--- src/rtl/dac_spi_responder.sv ---
// dac_spi_responder: SPI responder modelling a 4-channel 12-bit DAC with frame decode and echo of the previous frame
`timescale 1ns/1ps
module dac_spi_responder #(
    parameter int WIDTH       = 32,
    parameter int SYNC_STAGES = 2
) (
    input  logic        CLK50MHZ,
    input  logic        RST,
    input  logic        SPI_SCK,
    input  logic        DAC_CS,
    input  logic        SPI_MOSI,
    input  logic        DAC_CLR,
    output logic        DAC_OUT,
    output logic [47:0] dac_value,
    output logic [3:0]  rx_command,
    output logic [3:0]  rx_address,
    output logic [11:0] rx_data,
    output logic        frame_valid,
    output logic        frame_error
);
    localparam logic [5:0] FULL = 6'(WIDTH);
    localparam logic [3:0] ARM  = 4'(SYNC_STAGES);

    typedef enum logic [1:0] {WAIT, IDLE, SHIFT} state_t;

    state_t                 state, state_nxt;
    logic [SYNC_STAGES-1:0] sck_q, cs_q, mosi_q, clr_q;
    logic                   sck_s, cs_s, mosi_s, clr_s;
    logic                   sck_d, cs_d;
    logic                   sck_rise, sck_fall, cs_rise, cs_fall;
    logic [3:0]             arm_cnt;
    logic [WIDTH-1:0]       sr;
    logic [5:0]             bit_cnt;
    logic                   do_start, do_shift, do_out, do_exec, do_err;
    logic [3:0]             f_cmd, f_addr;
    logic [11:0]            f_data;
    logic [3:0][11:0]       in_reg, dac_reg, in_nxt, dac_nxt;
    logic [3:0]             sel;

    assign sck_s     = sck_q[SYNC_STAGES-1];
    assign cs_s      = cs_q[SYNC_STAGES-1];
    assign mosi_s    = mosi_q[SYNC_STAGES-1];
    assign clr_s     = clr_q[SYNC_STAGES-1];
    assign sck_rise  = sck_s & ~sck_d;
    assign sck_fall  = ~sck_s & sck_d;
    assign cs_rise   = cs_s & ~cs_d;
    assign cs_fall   = ~cs_s & cs_d;
    assign f_cmd     = sr[23:20];
    assign f_addr    = sr[19:16];
    assign f_data    = sr[15:4];
    assign dac_value = dac_reg;

    // Synchronize the SPI pins and keep one delayed copy for edge detection
    always_ff @(posedge CLK50MHZ) begin
        if (RST) begin
            sck_q  <= '0;
            cs_q   <= '1;
            mosi_q <= '0;
            clr_q  <= '1;
            sck_d  <= 1'b0;
            cs_d   <= 1'b1;
        end else begin
            sck_q  <= {sck_q[SYNC_STAGES-2:0], SPI_SCK};
            cs_q   <= {cs_q[SYNC_STAGES-2:0], DAC_CS};
            mosi_q <= {mosi_q[SYNC_STAGES-2:0], SPI_MOSI};
            clr_q  <= {clr_q[SYNC_STAGES-2:0], DAC_CLR};
            sck_d  <= sck_s;
            cs_d   <= cs_s;
        end
    end

    // State register; after reset CS must be seen high once the synchronizer has flushed
    always_ff @(posedge CLK50MHZ) begin
        if (RST) begin
            state   <= WAIT;
            arm_cnt <= '0;
        end else begin
            state   <= state_nxt;
            arm_cnt <= (state != WAIT || !cs_s) ? '0 : (arm_cnt == ARM ? arm_cnt : arm_cnt + 4'd1);
        end
    end

    // Next-state: a partial frame left over from reset is dropped in WAIT
    always_comb begin
        state_nxt = state;
        case (state)
            WAIT:    state_nxt = (cs_s && arm_cnt == ARM) ? IDLE : WAIT;
            IDLE:    state_nxt = cs_fall ? SHIFT : IDLE;
            SHIFT:   state_nxt = cs_rise ? IDLE : SHIFT;
            default: state_nxt = WAIT;
        endcase
    end

    // Datapath strobes decoded from state and synchronized edges
    always_comb begin
        do_start = state == IDLE && cs_fall;
        do_shift = state == SHIFT && !cs_rise && sck_rise;
        do_out   = state == SHIFT && sck_fall;
        do_exec  = state == SHIFT && cs_rise && bit_cnt == FULL;
        do_err   = state == SHIFT && cs_rise && bit_cnt != FULL && bit_cnt != 6'd0;
    end

    // Command decode: write selected inputs first so a same-frame update sees the new value
    always_comb begin
        in_nxt  = in_reg;
        dac_nxt = dac_reg;
        sel     = '0;
        for (int i = 0; i < 4; i++) begin
            sel[i] = f_addr == i[3:0] || f_addr == 4'hF;
            if (do_exec && sel[i] && (f_cmd == 4'h0 || f_cmd == 4'h2 || f_cmd == 4'h3))
                in_nxt[i] = f_data;
        end
        for (int i = 0; i < 4; i++)
            if (do_exec && (((f_cmd == 4'h1 || f_cmd == 4'h3) && sel[i]) || f_cmd == 4'h2))
                dac_nxt[i] = in_nxt[i];
        if (!clr_s) begin
            in_nxt  = '0;
            dac_nxt = '0;
        end
    end

    // Shift register, bit counter, echo output, received fields and channel registers
    always_ff @(posedge CLK50MHZ) begin
        if (RST) begin
            sr          <= '0;
            bit_cnt     <= '0;
            DAC_OUT     <= 1'b0;
            rx_command  <= '0;
            rx_address  <= '0;
            rx_data     <= '0;
            frame_valid <= 1'b0;
            frame_error <= 1'b0;
            in_reg      <= '0;
            dac_reg     <= '0;
        end else begin
            frame_valid <= do_exec;
            frame_error <= do_err;
            in_reg      <= in_nxt;
            dac_reg     <= dac_nxt;
            if (do_start)
                bit_cnt <= '0;
            else if (do_shift) begin
                sr      <= {sr[WIDTH-2:0], mosi_s};
                bit_cnt <= bit_cnt + {5'd0, bit_cnt != 6'd63};
            end
            if (do_out)
                DAC_OUT <= sr[WIDTH-1];
            if (do_exec) begin
                rx_command <= f_cmd;
                rx_address <= f_addr;
                rx_data    <= f_data;
            end
        end
    end
endmodule

--- config.mk ---
export PLATFORM = sky130hd
export DESIGN_NAME = dac_spi_responder
export DESIGN_NICKNAME = d
export VERILOG_FILES = /design/src/rtl/dac_spi_responder.sv
export SDC_FILE = /design/constraint.sdc
export NUM_CORES = 1
export LEC_CHECK = 0
export BUFFER_PORTS_ARGS = -buffer_cell sky130_fd_sc_hd__buf_2
export CAP_MARGIN = 10
export CORE_ASPECT_RATIO = 2
export CORE_MARGIN = 2
export CORE_UTILIZATION = 26
export CTS_BUF_LIST = sky130_fd_sc_hd__clkbuf_2
export CTS_CLUSTER_SIZE = 16
export DETAILED_ROUTE_END_ITERATION = 10
export PLACE_DENSITY_LB_ADDON = 0.25
export SLEW_MARGIN = 15
export SYNTH_ARGS = -nofsm -noshare
export SYNTH_HDL_FRONTEND = slang
export SYNTH_SLANG_ARGS = --single-unit
--- constraint.sdc ---
create_clock -name CLK50MHZ -period 4.1 [get_ports CLK50MHZ]
set_clock_uncertainty 0.1 [all_clocks]
set_input_delay 0.205 -clock CLK50MHZ [delete_from_list [all_inputs] [get_ports CLK50MHZ]]
set_output_delay 0.205 -clock CLK50MHZ [all_outputs]
set_load 0.005 [all_outputs]
# Word level (Yosys, flattened, before mapping)
# Index checks and enable logic that the tools add are counted.
totals:
  register_bits: 173
  in_bits: 6
  output_inout_bits: 71
  word_cells: 105
op_classes:
  addsub: 2
  eq_ne: 13
  mux: 8
  n_bitwise: 10
  reduce_logical: 48
op_table:
  columns: ["op", "n"]
  rows:
  - ["12-bit two-way mux", 4]
  - ["1-bit logical AND", 25]
  - ["4-bit by 2-bit == test with 1-bit output (second input constant)", 5]
  - ["1-bit logical OR", 12]
  - ["6-bit != test (second input constant)", 2]
  - ["4-bit by 1-bit == test with 1-bit output (second input constant)", 2]
  - ["4-bit logical NOT", 2]
  - ["6-bit by 1-bit adder with 6-bit output", 1]
  - ["6-bit == test (second input constant)", 1]
  - ["1-bit inverter", 6]
  - ["2-bit one-hot mux with 3 select lines", 1]
  - ["6-bit nonzero test", 1]
  - ["2-bit OR reduction", 3]
  - ["4-bit by 1-bit adder with 4-bit output (second input constant)", 1]
  - ["1-bit AND", 4]
  - ["4-bit == test (second input constant)", 1]
  - ["2-bit two-way mux", 2]
  - ["2-bit by 1-bit == test with 1-bit output (second input constant)", 1]
  - ["2-bit == test (second input constant)", 1]
  - ["1-bit logical NOT", 2]
  - ["2-bit logical NOT", 1]
  - ["2-bit AND reduction", 1]
  - ["2-bit nonzero test", 1]
  - ["1-bit two-way mux", 1]

# Longest topological paths before layout
# Gate-level depths: netlist (run 1).
depth:
  depth_word: 7
  ltp_mapped: 7
  ltp_nobuf: 7

# Worst setup path after synthesis (run 1)
# OpenSTA, ideal clock, no wires.
synth_timing:
  kind: "flip-flop to flip-flop"
  from: "register bit_cnt[0]"
  to: "register dac_reg, in the netlist dac_value[38]"
  setup_time_ps: 128
  t_arrival_ps: 1570
  required_time_ps: 3872
  slack_ps: 2302
  path_stages_with_launch: 7
  n_path_buf: 1
  synth_period_minus_slack_ps: 1798
  cell_sequence: "dfxtp_1 > nor3_4 > o2111ai_4 > nor3_4 > buf_6 > mux2i_1 > a21oi_1"
synth_via:
  elab_chain_len: 5
  elab_cells_between_ends: 6
  cone_classes: "1 x eq/ne; 1 x mux; 4 x reduce/logical"
synth_lines:
  columns: ["item", "line", "rtl"]
  rows:
  - ["start: declaration", "33", "logic [5:0] bit_cnt;"]
  - ["start signal: assignment", "144", "bit_cnt <= bit_cnt + {5'd0, bit_cnt != 6'd63};"]
  - ["6-bit == test (*)", "99", "do_exec = state == SHIFT && cs_rise && bit_cnt == FULL;"]
  - ["1-bit logical AND (*)", "99", null]
  - ["1-bit logical AND (2 in a row)", "110", "if (do_exec && sel[i] && (f_cmd == 4'h0 || f_cmd == 4'h2 || f_cmd == 4'h3))"]
  - ["12-bit two-way mux", "110", null]
  - ["end signal: assignment", "139", "dac_reg <= dac_nxt;"]
  - ["end: declaration", "37", "logic [3:0][11:0] in_reg, dac_reg, in_nxt, dac_nxt;"]
# Mark *: on every way between the ends. The rest lies on a longest branch, timed or not.
# A chain may end at the register's enable or synchronous reset.

# Worst setup path in the final report (run 1)
layout_timing:
  from: "register bit_cnt[3]"
  to: "register dac_reg, in the netlist dac_value[43]"
# The elaborated chain is that of the path after synthesis.

==> out/qor.csv, run 1 <==
stage,metric,value,unit
status,status,finished with violations,
status,violations in the final reports,DRC,
sta,Final WS setup,1.672,ns
route,ANT nets after route,0,
sta,Final period util,0.5921,
worst_setup_path,Crit path depth,5,
finish,share of cells above drive strength 1,0.1704,
sta,RSZ-0062 raised after global routing,no,
yosys,Syn Area/Cell,9.217,sq um
global_route,largest net degree at the start of global routing,71,
pwr,power share of the sequential group,0.661,
yosys,Synth Net Count,681,
placed_design,gpl congestion,0.7776,
worst_setup_path,cell depth of the worst flop-to-flop path,5,
min_path,Hold Crit Depth,1,
worst_setup_path,"CP delay by family, top",simple AND/OR/NAND/NOR gates,
worst_setup_path,Setup crit end kind,flip-flop,
sta,minimum clock period,2.428,ns
yosys,Post-Syn Area,6185,sq um
placed_design,HPWL after detailed placement,10690,microns
floorplanning,die area,25110,sq um
worst_setup_path,Crit path arrival time,2.96,ns
yosys,Synth Warn #,0,
route,Via Count,4620,
sta,transition time of the tightest slew-check pin,0.9972,ns
global_route,Total GRT Usage,0.1282,
yosys,cell taking the most area after synthesis,dfxtp_1,
placed_design,Place WS,1.647,ns
route,Residual DRC,1,
worst_setup_path,crit-path max cell delay,0.72,ns
route,routed len/inst,15.10,microns
sta,"Slew Viols, Final",0,
yosys,register bit total from synthesis,173,
yosys,top-count cell post-synth,dfxtp_1,
floorplanning,Starting Density,0.2651,
finish,Non-Filler Instances,1035,
worst_setup_path,slowest CP cell,nor3_4,
pwr,P_sw,638.4,uW
yosys,Cells after Synth,671,
placed_design,Post-DP Area,6777,sq um
pwr,Clock Power Share,0.297,
worst_setup_path,CP Cell Sequence,nor2_1 -> o2111ai_4 -> nor3_4 -> mux2i_1 -> a21oi_1,
clocking,htree depth,4,
clocking,CTS tree,yes,
sta,"Setup violations, final",0,
global_route,first-pass GRT wire length,24800,microns
flow_run,MaxCap Viol Count,0,
floorplanning,Die X-Extent,113.1,microns
worst_setup_path,CP startpoint kind,flip-flop,
yosys,"Seq/Total Area, Yosys",0.5600,
global_route,GR Overflow Total,0,
clocking,"Clk Latency, worst-skew pair",0.76,ns
pwr,Internal,1.961,mW
pwr,peak supply drop,0.1709,mV
floorplanning,Rows,79,
global_route,antenna violations before repair,1,
pwr,Comb pwr share,0.042,
finish,Nets,749,
min_path,worst min path class,flip-flop to flip-flop,
yosys,async set-or-reset flop fraction in the synthesized netlist,0,
yosys,Synth top area share,0.5600,
placed_design,Port Buffers,76,
route,WL final,15630,microns
worst_setup_path,"Data required, critical path",4.63,ns
yosys,Post-synth EDFFs,0,
route,Vias per Instance,4.464,
clocking,CTS Root Cell,clkbuf_2,
yosys,synth unique cells,39,
pwr,power per standard cell area,368.3,nW/um^2
yosys,"top cells by count, synth","dfxtp_1, nand2_1, a21oi_1",
route,DR pass1 iterations,9,
sta,Min Hold Slack,0.3495,ns
sta,final hold vios,0,
sta,Slew headroom,0.3352,
worst_setup_path,Setup Crit Path Kind,flip-flop to flip-flop,
worst_setup_path,Buf/Inv on CP,0,
floorplanning,Core ar.,23330,sq um
pwr,Sw Share,0.2456,
clocking,clock sink count,173,
clocking,Num CTS Buffers,17,
floorplanning,I/O pins,77,
yosys,Main synth FF type,dfxtp_1,
sta,setup total negative slack,0,ns
placed_design,placed cells,993,
yosys,synth top area cells,"dfxtp_1, a21oi_1, mux2i_1",
finish,Finished Core Util,0.3026,
global_route,number of global-route vias before repair,4550,
clocking,clock slew at reported path FFs,0.23,ns
clocking,Clock Tree Buf Depth,2,
pwr,P_leak,2.637,nW
finish,Area Overhead vs Synth,14.14,%
sta,Max Fclk,0.4119,GHz
pwr,overall power,2.600,mW
floorplanning,Die H,222.1,microns
finish,fin area,7059,sq um
worst_setup_path,CP Max Fanout,12,
route,initial DRC count,167,
[metal layers]
layer | up-vias | track usage | routed length, microns
met3 | 18 | 0.02980 | 417
met2 | 62 | 0.2345 | 8441
met1 | 2148 | 0.1364 | 6336
li1 | 2392 | - | -
met5 | - | 0 | 0
met4 | 0 | 0.05901 | 432
[final timing paths]
kind	to	slack, ns	start
setup reg to reg	dac_value[43]	1.67	bit_cnt[3]
hold reg to reg	clr_q[1]	0.35	clr_q[0]
setup / recovery	dac_value[43]	1.67	bit_cnt[3]
hold / removal	clr_q[1]	0.35	clr_q[0]
[power by group through the flow]
stage               registers (mW)  clock network (mW)  logic [mW]
floorplan                     1.75                   0      0.0825
global placement              1.75                   0       0.103
detailed placement            1.75                   0       0.103
CTS                           1.72               0.823       0.111
global route                  1.72               0.883       0.127
finish                        1.72               0.773       0.109
[area by class of cell]
class                   instances  area [sq um]
repair buffers                 94         540.5
clock inverters                10         75.07
multi-input cells             451          2511
inverters                       2         7.507
fillers                      2567         16270
clock buffers                  21         105.1
well taps                     283         354.1
flip-flops and latches        173          3463
diodes                          1         2.502
[logic make-up after synthesis]
group	after synthesis	share of synthesized area
adder cells (fa/ha/maj)	4	0.008093
XOR/XNOR	7	0.009913
AND/OR/NAND/NOR	225	0.1675
multiplexers	49	0.07930
AO/OA/AOI/OAI	166	0.1400
buffers and inverters	47	0.03520
flip-flops	173	0.5600
[worst register-to-register path, stage by stage, from the launching register on]
cell and delay (ns):
dfxtp_1 0.39, nor2_1 0.30, o2111ai_4 0.26, nor3_4 0.72, mux2i_1 0.42, a21oi_1 0.11
[timing repair]
item                      CTS  global route
buffers inserted            0             0
hold endpoints to repair  107             0
hold buffers               10             0
resized for setup           0             0
[cells in the final DEF (no fill, tap or decap), drive strengths merged, types with 5 or more instances in the layout]
cell type,count
clkinv,7
a21oi,110
nor2b,8
or2,6
nand2,112
nor2,66
mux2i,49
dlygate4sd3,10
nand4,5
nor3,6
dfxtp,173
o21ai,53
buf,84
clkbuf,21
No activity file was read; power rests on OpenSTA's default activity.
==> run 2: changes to the inputs <==
Clock period 4.1 ns to 2.05 ns, I/O delays scaled along.
==> out/qor.csv, run 2 (synthesis results as in run 1) <==
stage,metric,value,unit
global_route,antenna violations before repair,1,
global_route,global route hottest layer,met2,
floorplanning,I/O pins,77,
pwr,peak supply drop,0.2762,mV
floorplanning,Die X-Extent,113.1,microns
floorplanning,Core ar.,23330,sq um
route,DR pass1 iterations,7,
flow_run,MaxCap Viol Count,0,
clocking,CTS Root Cell,clkbuf_2,
sta,transition time of the tightest slew-check pin,0.6517,ns
clocking,htree depth,4,
clocking,CTS tree,yes,
global_route,Total GRT Usage,0.1352,
sta,Min Hold Slack,0.2761,ns
route,routed len/inst,15.28,microns
route,Vias per Instance,4.505,
min_path,hold_sp,RST,
route,WL final,16290,microns
finish,fin area,7393,sq um
min_path,worst min path class,primary input to flip-flop,
worst_setup_path,R2R setup slack,0.12,ns
finish,Area Overhead vs Synth,19.54,%
clocking,clock sink count,173,
sta,Slew headroom,0.5646,
worst_setup_path,Setup Crit Path Kind,flip-flop to flip-flop,
worst_setup_path,cell depth of the worst flop-to-flop path,6,
min_path,Hold EP,sck_q[1],
route,ANT nets after route,0,
worst_setup_path,r2r endpoint,dac_value[12],
finish,fillers,2500,
finish,share of cells above drive strength 1,0.2110,
floorplanning,Die H,222.1,microns
floorplanning,Starting Density,0.2651,
global_route,number of global-route vias before repair,4836,
worst_setup_path,"Data required, critical path",2.62,ns
placed_design,gpl congestion,0.7997,
placed_design,placed cells,1018,
sta,"Slew Viols, Final",0,
clocking,"Clk Latency, worst-skew pair",0.75,ns
sta,final hold vios,0,
clocking,Num CTS Buffers,17,
placed_design,Port Buffers,76,
worst_setup_path,CP startpoint kind,flip-flop,
sta,"Setup violations, final",0,
global_route,first-pass GRT wire length,26250,microns
worst_setup_path,Crit path arrival time,2.50,ns
sta,Final period util,0.9421,
sta,minimum clock period,1.931,ns
placed_design,Post-DP Area,7059,sq um
finish,Nets,780,
finish,"commonest non-fill, non-tap cell in the layout",dfxtp_1,
clocking,Clock Tree Buf Depth,2,
finish,most frequent cells in the layout,"dfxtp_1, nand2_1, a21oi_1, buf_2, nor2_1",
worst_setup_path,CP Max Fanout,12,
route,initial DRC count,230,
worst_setup_path,Setup crit end kind,flip-flop,
floorplanning,Rows,79,
floorplanning,die area,25110,sq um
placed_design,HPWL after detailed placement,11220,microns
status,violations in the final reports,DRC,
min_path,Hold Crit Depth,4,
sta,Max Fclk,0.5178,GHz
route,Via Count,4802,
finish,Non-Filler Instances,1066,
pwr,power per standard cell area,691.6,nW/um^2
clocking,clock slew at reported path FFs,0.22,ns
global_route,met2 Use GR,0.2432,
pwr,P_leak,2.805,nW
status,status,finished with violations,
worst_setup_path,reg2reg start,bit_cnt[0],
global_route,GR Overflow Total,0,
global_route,met1 Use GR,0.1407,
route,Residual DRC,2,
global_route,largest net degree at the start of global routing,70,
global_route,met3 Use GR,0.03472,
[run 2: changes by cell type in the layout (fill, tap and decap cells not counted), moves of 3 or more]
cell,change
buf_4,+19
buf_12,+8
dfxtp_1,-3
clkinv_1,-3
dlygate4sd3_1,+3
clkinv_2,+3
dfxtp_2,+3
[run 2: where the power goes]
group | switching [mW] | total, mW | internal, mW
Combinational | 0.140 | 0.241 | 0.101
Clock | 1.12 | 1.44 | 0.315
Sequential | 0.0285 | 3.43 | 3.41
[run 2: layout make-up]
class,instances,area [sq um],area share
Multi-Input combinational cell,451,2519,0.3407
Sequential cell,173,3467,0.4689
Tap cell,283,354.1,0.04789
Inverter,2,7.507,0.001015
Clock buffer,22,110.1,0.01489
Antenna cell,1,2.502,0.0003385
Clock inverter,9,48.80,0.006600
Timing Repair Buffer,125,884.6,0.1196
[run 2: through the flow]
| step | TNS (ns) | setup slack [ns] | util | power (mW) |
|---|---|---|---|---|
| 2_1_floorplan | 0 | 0.2517 | - | 3.658 |
| 3_3_place_gp | 0 | 0.05225 | 0.3026 | 3.716 |
| 3_5_place_dp | 0 | 0.002133 | 0.3026 | 3.721 |
| 4_1_cts | 0 | 0.03400 | 0.3160 | 5.205 |
| 5_1_grt | -0.04964 | -0.01748 | 0.3169 | 5.380 |
| 6_report | 0 | 0.1188 | 0.3169 | 5.113 |
[run 2: worst max-delay path: stages (launching register included)]
cell       delay [ns]
dfxtp_1          0.38
nor3_4           0.26
o2111ai_4        0.25
nor3_4           0.27
buf_12           0.18
mux2i_1          0.32
a21oi_1          0.11
[run 2: repair_timing]
| item | 4_1_cts | 5_1_grt |
|---|---|---|
| setup buffers | 3 | 0 |
| setup endpoints to repair | 13 | 57 |
| resized for setup | 0 | 7 |
| pin swaps | 1 | 0 |
| hold buffers | 13 | 0 |
| endpoints found under the hold margin | 173 | 0 |
[run 2: how the worst max path moves through the flow]
stage / startpoint / endpoint / slack, ns / cells after the start
floorplan: bit_cnt[0] / dac_value[38] / 0.25 / 6
global placement: bit_cnt[0] / dac_value[8] / 0.05 / 6
detailed placement: bit_cnt[0] / dac_value[7] / 0.002 / 6
CTS: sr[18] / dac_value[33] / 0.03 / 6
global route: sr[19] / dac_value[6] / -0.02 / 6
finish: bit_cnt[0] / dac_value[12] / 0.12 / 6
[run 2: routing by layer]
layer  share of wire  wire length (microns)
met1            0.39                   6420
met2            0.53                   8651
met3           0.036                    590
met4           0.038                    624
met5               0                      0
==> run 3: changes to the inputs <==
Settings changed: SETUP_SLACK_MARGIN from default to 0.15.
==> out/qor.csv, run 3 (synthesis results as in run 1) <==
stage,metric,value,unit
route,WL final,17340,microns
global_route,Total GRT Usage,0.1356,
pwr,P_leak,2.948,nW
clocking,Num CTS Buffers,17,
finish,Finished Core Util,0.3375,
pwr,peak supply drop,0.2656,mV
sta,"Setup violations, final",0,
clocking,CTS Root Cell,clkbuf_2,
finish,Nets,790,
finish,fillers,2454,
finish,"commonest non-fill, non-tap cell in the layout",dfxtp_1,
global_route,GR Overflow Total,0,
pwr,power share of the sequential group,0.670,
worst_setup_path,CP startpoint kind,flip-flop,
pwr,overall power,5.125,mW
sta,RSZ-0062 raised after global routing,yes,
global_route,number of global-route vias before repair,4841,
floorplanning,Starting Density,0.2651,
clocking,clock slew at reported path FFs,0.22,ns
floorplanning,I/O pins,77,
finish,most frequent cells in the layout,"dfxtp_1, nand2_1, a21oi_1, buf_2, nor2_1",
sta,Slew headroom,0.5537,
route,initial DRC count,220,
pwr,P_sw,1.301,mW
floorplanning,Die H,222.1,microns
worst_setup_path,slowest CP cell,dfxtp_2,
sta,setup total negative slack,0,ns
pwr,Clock Power Share,0.282,
route,ANT nets after route,0,
route,Via Count,4946,
worst_setup_path,crit-path max cell delay,0.38,ns
placed_design,HPWL after detailed placement,11220,microns
clocking,CTS tree,yes,
clocking,Clock Tree Buf Depth,2,
worst_setup_path,"CP delay by family, top",simple AND/OR/NAND/NOR gates,
placed_design,placed cells,1018,
global_route,first-pass GRT wire length,26340,microns
sta,final hold vios,0,
clocking,clock sink count,173,
placed_design,Port Buffers,76,
clocking,"Clk Latency, worst-skew pair",0.76,ns
status,violations in the final reports,DRC,
sta,transition time of the tightest slew-check pin,0.6686,ns
worst_setup_path,Buf/Inv on CP,2,
sta,minimum clock period,1.912,ns
min_path,worst min path class,primary input to flip-flop,
sta,"Slew Viols, Final",0,
route,DR pass1 iterations,7,
pwr,Comb pwr share,0.048,
status,status,finished with violations,
route,routed len/inst,16.11,microns
sta,Max Fclk,0.5230,GHz
clocking,htree depth,4,
worst_setup_path,Setup Crit Path Kind,flip-flop to flip-flop,
floorplanning,Core ar.,23330,sq um
pwr,power per standard cell area,650.9,nW/um^2
global_route,largest net degree at the start of global routing,70,
worst_setup_path,CP Max Fanout,6,
finish,Area Overhead vs Synth,27.31,%
sta,Final period util,0.9326,
worst_setup_path,Crit path arrival time,2.50,ns
floorplanning,die area,25110,sq um
finish,Non-Filler Instances,1076,
floorplanning,Rows,79,
worst_setup_path,CP Cell Sequence,and3b_2 -> nand2_4 -> buf_4 -> nor3_4 -> buf_12 -> mux2i_2 -> a21oi_1,
placed_design,gpl congestion,0.7997,
global_route,antenna violations before repair,1,
pwr,Internal,3.824,mW
worst_setup_path,Setup crit end kind,flip-flop,
flow_run,MaxCap Viol Count,0,
floorplanning,Die X-Extent,113.1,microns
pwr,Sw Share,0.2538,
sta,Min Hold Slack,0.2769,ns
route,Vias per Instance,4.597,
route,Residual DRC,2,
finish,share of cells above drive strength 1,0.2828,
worst_setup_path,"Data required, critical path",2.64,ns
## run 3: worst min-delay path, cell delays in order
cell and delay (ns):
dlygate4sd3_1 0.54, buf_2 0.16, buf_12 0.19, nor2b_1 0.12
## run 3: cell type report
type | instances | area, sq um | share of cell area
sequential | 173 | 3482 | 0.4422
multi-input combinational | 451 | 2853 | 0.3623
timing repair buffer | 135 | 1016 | 0.1290
tap | 283 | 354.1 | 0.04497
clock buffer | 22 | 110.1 | 0.01398
clock inverter | 9 | 48.80 | 0.006197
inverter | 2 | 7.507 | 0.0009534
antenna | 1 | 2.502 | 0.0003178
## run 3: timing repair
action                                 4_1_cts  5_1_grt
setup buffers                                3        5
pin swaps                                    3       12
resized for setup                           10       73
hold buffers                                13        0
cloned                                       0        5
endpoints found under the hold margin      173        0
setup endpoints to repair                   78       97
## run 3: worst paths after layout
kind | from | endpoint | slack [ns] | cells past startpoint
worst max-delay path | state[0] | dac_value[33] | 0.14 | 7
worst min-delay path | RST | sck_q[1] | 0.28 | 4
worst max register to register | state[0] | dac_value[33] | 0.14 | 7
worst min register to register | clr_q[0] | clr_q[1] | 0.35 | 1
## run 3: through the flow
stage | setup slack (ns) | area [sq um]
CTS | 0.1502 | 7401
detailed placement | 0.002133 | 7059
global route | 0.02709 | 7874
global placement | 0.05225 | 7059
finish | 0.1381 | 7874
floorplan | 0.2517 | 6185
## run 3: power by group through the flow
stage | clock, mW | sequential, mW | combinational (mW)
after global placement | 0 | 3.50 | 0.217
after detailed placement | 0 | 3.50 | 0.221
after global routing | 1.66 | 3.44 | 0.279
after floorplan | 0 | 3.49 | 0.165
final | 1.45 | 3.43 | 0.247
after CTS | 1.53 | 3.43 | 0.242
## run 3: routing by layer
metal  global-route usage  share of wire  vias up  wire [microns]
met1               0.1416           0.39     2355            6698
li1                     -              -     2480               -
met5                    0              0        -               0
met2               0.2438           0.54       82            9427
met3              0.03445          0.032       29             548
met4              0.07317          0.038        0             660
